`config.mk`:
```
export PLATFORM = sky130hd
export DESIGN_NAME = seg_serial_driver
export DESIGN_NICKNAME = d
export VERILOG_FILES = /design/src/rtl/seg_pkg.sv /design/src/rtl/seg_hex_decode.sv /design/src/rtl/seg_serial_driver.sv
export SDC_FILE = /design/constraint.sdc
export NUM_CORES = 1
export LEC_CHECK = 0
export CAP_MARGIN = 20
export CORE_MARGIN = 5
export CORE_UTILIZATION = 41
export CTS_CLUSTER_DIAMETER = 100
export DETAILED_ROUTE_END_ITERATION = 10
export DONT_BUFFER_PORTS = 1
export PLACE_DENSITY = 0.53
export SLEW_MARGIN = 20
export SYNTH_ARGS = -nofsm -noshare
export SYNTH_HDL_FRONTEND = slang
export SYNTH_SLANG_ARGS = --single-unit
```
`constraint.sdc`:
```
create_clock -name clk -period 1.95 [get_ports clk]
set_input_delay 0.0975 -clock clk [delete_from_list [all_inputs] [get_ports clk]]
set_output_delay 0.0975 -clock clk [all_outputs]
set_load 0.005 [all_outputs]
```
`src/rtl/seg_pkg.sv`:
```
// Shared definitions for the 7-segment serial driver: FSM encodings and the hex glyph table.
package seg_pkg;

    localparam logic [1:0] ST_CLEAR = 2'd0;
    localparam logic [1:0] ST_IDLE  = 2'd1;
    localparam logic [1:0] ST_SHIFT = 2'd2;
    localparam logic [1:0] ST_DONE  = 2'd3;

    typedef logic [1:0] seg_state_t;

    // Glyphs for 0-F as {g,f,e,d,c,b,a}, 1 = segment lit.
    localparam logic [6:0] SEG_HEX [16] = '{
        7'h3F, 7'h06, 7'h5B, 7'h4F, 7'h66, 7'h6D, 7'h7D, 7'h07,
        7'h7F, 7'h6F, 7'h77, 7'h7C, 7'h39, 7'h5E, 7'h79, 7'h71
    };

    function automatic logic [6:0] hex_to_seg(input logic [3:0] nib);
        return SEG_HEX[nib];
    endfunction

endpackage

```
`src/rtl/seg_hex_decode.sv`:
```
// One digit of hex-to-segment decode, combinational.
module seg_hex_decode
    import seg_pkg::*;
(
    input  logic [3:0] nib,
    output logic [6:0] seg
);

    assign seg = hex_to_seg(nib);

endmodule

```
`src/rtl/seg_serial_driver.sv`:
```
// Serial driver for the shift-register 7-segment chain: frame capture, encoding,
// divided-rate shifting and clear/enable sequencing.
module seg_serial_driver
    import seg_pkg::*;
#(
    parameter int NUM_DIGITS     = 8,
    parameter int CLK_DIV        = 2,
    parameter int SEG_ACTIVE_LOW = 1
) (
    input  logic                    clk,
    input  logic                    rst,
    input  logic                    in_valid,
    output logic                    in_ready,
    input  logic                    in_mode,
    input  logic [NUM_DIGITS*8-1:0] in_data,
    input  logic [NUM_DIGITS-1:0]   dp_mask,
    input  logic [NUM_DIGITS-1:0]   blank_mask,
    output logic                    busy,
    output logic                    SEGCLK,
    output logic                    SEGCLR,
    output logic                    SEGDT,
    output logic                    SEGEN
);

    localparam int NBITS = NUM_DIGITS * 8;
    localparam int DIV_W = $clog2(CLK_DIV + 1);
    localparam int BIT_W = $clog2(NBITS + 1);
    localparam logic [DIV_W-1:0] DIV_LAST = DIV_W'(CLK_DIV - 1);
    localparam logic [BIT_W-1:0] BIT_LAST = BIT_W'(NBITS - 1);

    seg_state_t                      state;
    logic [DIV_W-1:0]                div;
    logic                            half;
    logic [BIT_W-1:0]                bitcnt;
    logic [NBITS-1:0]                sreg;
    logic                            segen_q;
    logic [NUM_DIGITS-1:0][6:0]      hexseg;
    logic [NUM_DIGITS-1:0][7:0]      enc;

    // Per-digit encode: glyph or raw byte, then blanking, then polarity.
    for (genvar g = 0; g < NUM_DIGITS; g++) begin : g_dig
        logic [7:0] byte_sel;

        seg_hex_decode u_dec (
            .nib (in_data[4*g +: 4]),
            .seg (hexseg[g])
        );

        assign byte_sel = in_mode ? in_data[8*g +: 8] : {dp_mask[g], hexseg[g]};
        assign enc[g]   = (blank_mask[g] ? 8'h00 : byte_sel) ^ {8{SEG_ACTIVE_LOW != 0}};
    end

    wire div_end = (div == DIV_LAST);

    // CLEAR reuses the divider/half pair so its 2*CLK_DIV hold fits the divider width.
    always_ff @(posedge clk) begin
        if (!rst) begin
            state   <= ST_CLEAR;
            div     <= '0;
            half    <= 1'b0;
            bitcnt  <= '0;
            sreg    <= '0;
            segen_q <= 1'b0;
        end else begin
            case (state)
                ST_CLEAR: begin
                    if (div_end) begin
                        div  <= '0;
                        half <= ~half;
                        if (half) state <= ST_IDLE;
                    end else begin
                        div <= div + 1'b1;
                    end
                end
                ST_IDLE: begin
                    if (in_valid) begin
                        sreg   <= enc;
                        div    <= '0;
                        half   <= 1'b0;
                        bitcnt <= '0;
                        state  <= ST_SHIFT;
                    end
                end
                ST_SHIFT: begin
                    if (!div_end) begin
                        div <= div + 1'b1;
                    end else begin
                        div  <= '0;
                        half <= ~half;
                        // Advance data only at the high->low boundary so SEGDT never moves under a rising edge.
                        if (half) begin
                            sreg   <= sreg << 1;
                            bitcnt <= bitcnt + 1'b1;
                            if (bitcnt == BIT_LAST) begin
                                state   <= ST_DONE;
                                segen_q <= 1'b1;
                            end
                        end
                    end
                end
                ST_DONE:  state <= ST_IDLE;
                default:  state <= ST_CLEAR;
            endcase
        end
    end

    assign in_ready = (state == ST_IDLE);
    assign busy     = ~in_ready;
    assign SEGCLR   = (state != ST_CLEAR);
    assign SEGCLK   = (state == ST_SHIFT) & half;
    assign SEGDT    = (state == ST_SHIFT) & sreg[NBITS-1];
    assign SEGEN    = segen_q;

endmodule

```
==> reports/results.ini <==
[clock_network]
cts_root_buf=clkbuf_16
cts_max_level=3
cts_buffer_depth=2
path_clk_slew_ns=0.06
cts_tree=built
cts_sinks=77
cts-buffers-inserted=9
clk_latency_ns=0.33

[placement]
port_buffers=0
hpwl_mm=13.2
dp_slack_ns=-0.160
gp_congestion=0.925

[global_route]
grt_pass1_wl_mm=28.2
first_global_vias=5383
antenna_found_initial=0
grt_usage=0.210
grt_max_degree=84
grt-ovfl-total=0

[pwr]
power.density_nw_per_um2=904
p_leak_nw=2.55
vdd_drop_max_mv=0.541

[floorplanning]
die-width_um=130
initial_core_util=0.414
core_area_um2=14400
rows=44
dieHeight_um=130
die_area_um2=17000
ios=90

[status]
violations=negative hold slack
status=finished, violations left

[timing]
rsz0062_at_grt=false
fin_crit_ns=1.87
timing.fmax_mhz=534
fin_worst_skew_ns=0.00588
setup_viol_count_final=0
slew_violations=0
fin_ws_ns=0.0788
fin_crit_sh=0.960
max_slew_margin=0.635
holdWs_ns=-0.00485
worst_slew_pin_slew_ns=0.534
finalHoldViolations=1

[detailed_routing]
vias=5690
drc=0
drt_first_pass_iters=5
wl_per_cell_um=18.9
first_iter_violations=355
wirelength_mm=18.1
drt-vias-per-instance=5.96
ant_nets=0

[min_path]
min_path_type=in2reg

[yosys]
ys_ff_latch=77
yosys.area.top_type=dfxtp_1
synthTopCellsByCount=nand2_1, dfxtp_1, a21oi_1
netlist_area_um2=5950
async_flop_share=0
ys_top_cells_by_area=dfxtp_1, ha_1, nand2_1
yosysWarnings=0
yosysTopAreaCellShare=0.259
synth.distinct_cells=69
syn_nets=912
syn_avg_cell_area_um2=7.68
yosysSeqAreaShare=0.259
synthCells=775
synthMostInstantiatedCell=nand2_1
synth_ff_type=dfxtp_1
synth_edf_count=0

[finish]
area_growth_pct=12.5
nets=904
antenna_cells=0
drive_gt1_frac=0.102
final_core_util=0.466

[critical_path]
crit_required_ns=2.18
cp.arrival_ns=2.10
cp-end-kind=flip-flop
crit_fanout=19
cp-start-kind=flip-flop
path_class=reg2reg

[flow_run]
max_cap_violations=0

==> final timing paths <==
path              startpoint       end  slack [ns]  cells past startpoint
hold / removal       in_mode  sreg[52]      -0.005                      2
hold reg to reg     sreg[56]  sreg[56]        0.45                      2
setup / recovery    state[0]  sreg[12]        0.08                      7
setup reg to reg    state[0]  sreg[12]        0.08                      7
==> timing repair <==
action | 4_1_cts | 5_1_grt
buffers inserted | 0 | 2
hold buffers | 5 | 0
pin swaps | 0 | 1
resized for setup | 7 | 16
endpoints found under the setup margin | 4 | 35
endpoints found under the hold margin | 26 | 0
==> per-layer routing <==
metal	track usage	part of all wire	wire length [um]	vias up
li1	-	-	-	2819
met1	0.265	0.44	8000	2724
met2	0.367	0.50	9030	128
met3	0.0439	0.043	775	19
met4	0.0496	0.014	249	0
met5	0	0	0	-
==> sequential cells by signal, summed over array words and instances (netlist names) <==
name	flops
SEGEN	1
bitcnt	7
div	2
half	1
sreg	64
state	2
==> final cells by class <==
type / count / area (um^2)
timing repair buffer: 38 / 358
fill: 1440 / 7670
inverter: 43 / 165
multi-input combinational: 598 / 4090
clock inverter: 4 / 72.6
tap: 184 / 230
sequential: 77 / 1540
clock buffer: 11 / 243
==> per-stage QoR <==
step                instances  cell area, um^2  setup TNS, ns  power [W]
floorplan                 775             5950              0    0.00359
global placement          933             6220        -0.0580    0.00414
detailed placement        933             6220         -0.209    0.00418
CTS                       953             6610              0    0.00602
global route              955             6700              0    0.00644
finish                    955             6700              0    0.00605
==> kinds of logic after synthesis <==
logic type | Yosys count | share of synthesized area
mux | 29 | 0.0526
simple gates | 248 | 0.207
compound gates | 264 | 0.294
flops | 77 | 0.259
fa+ha+maj | 53 | 0.111
xor+xnor | 4 | 0.00589
buf+inv | 100 | 0.0704
==> critical path, cell delays in order (launching register included) <==
cell	delay, ns
dfxtp_2	0.35
inv_1	0.08
ha_4	0.21
buf_12	0.17
or2_2	0.36
a21oi_1	0.13
o311ai_0	0.17
a32o_1	0.29
==> power breakdown <==
| part | leakage, nW | internal (W) | switching [W] |
|---|---|---|---|
| clock | 0.152 | 0.00115 | 0.000642 |
| combinational | 1.77 | 0.000908 | 0.00119 |
| sequential | 0.625 | 0.00195 | 0.000215 |
==> cell usage in the layout (no fill, tap or decap), types with 5 or more instances in the layout <==
| master | n |
|---|---|
| a211oi_1 | 12 |
| a21oi_1 | 59 |
| a22oi_1 | 6 |
| a31oi_1 | 5 |
| a32o_1 | 7 |
| buf_12 | 5 |
| buf_4 | 29 |
| clkbuf_16 | 9 |
| dfxtp_1 | 76 |
| ha_1 | 52 |
| inv_1 | 41 |
| mux2i_1 | 22 |
| nand2_1 | 86 |
| nand2b_1 | 20 |
| nand3_1 | 26 |
| nor2_1 | 36 |
| nor2b_1 | 18 |
| nor3_1 | 14 |
| nor4_1 | 7 |
| o2111ai_1 | 6 |
| o211ai_1 | 26 |
| o21ai_0 | 50 |
| o21ai_1 | 23 |
| o221ai_1 | 10 |
| o31ai_1 | 11 |
| or2_2 | 6 |
Note: power is estimated with default switching activity, not from simulation.
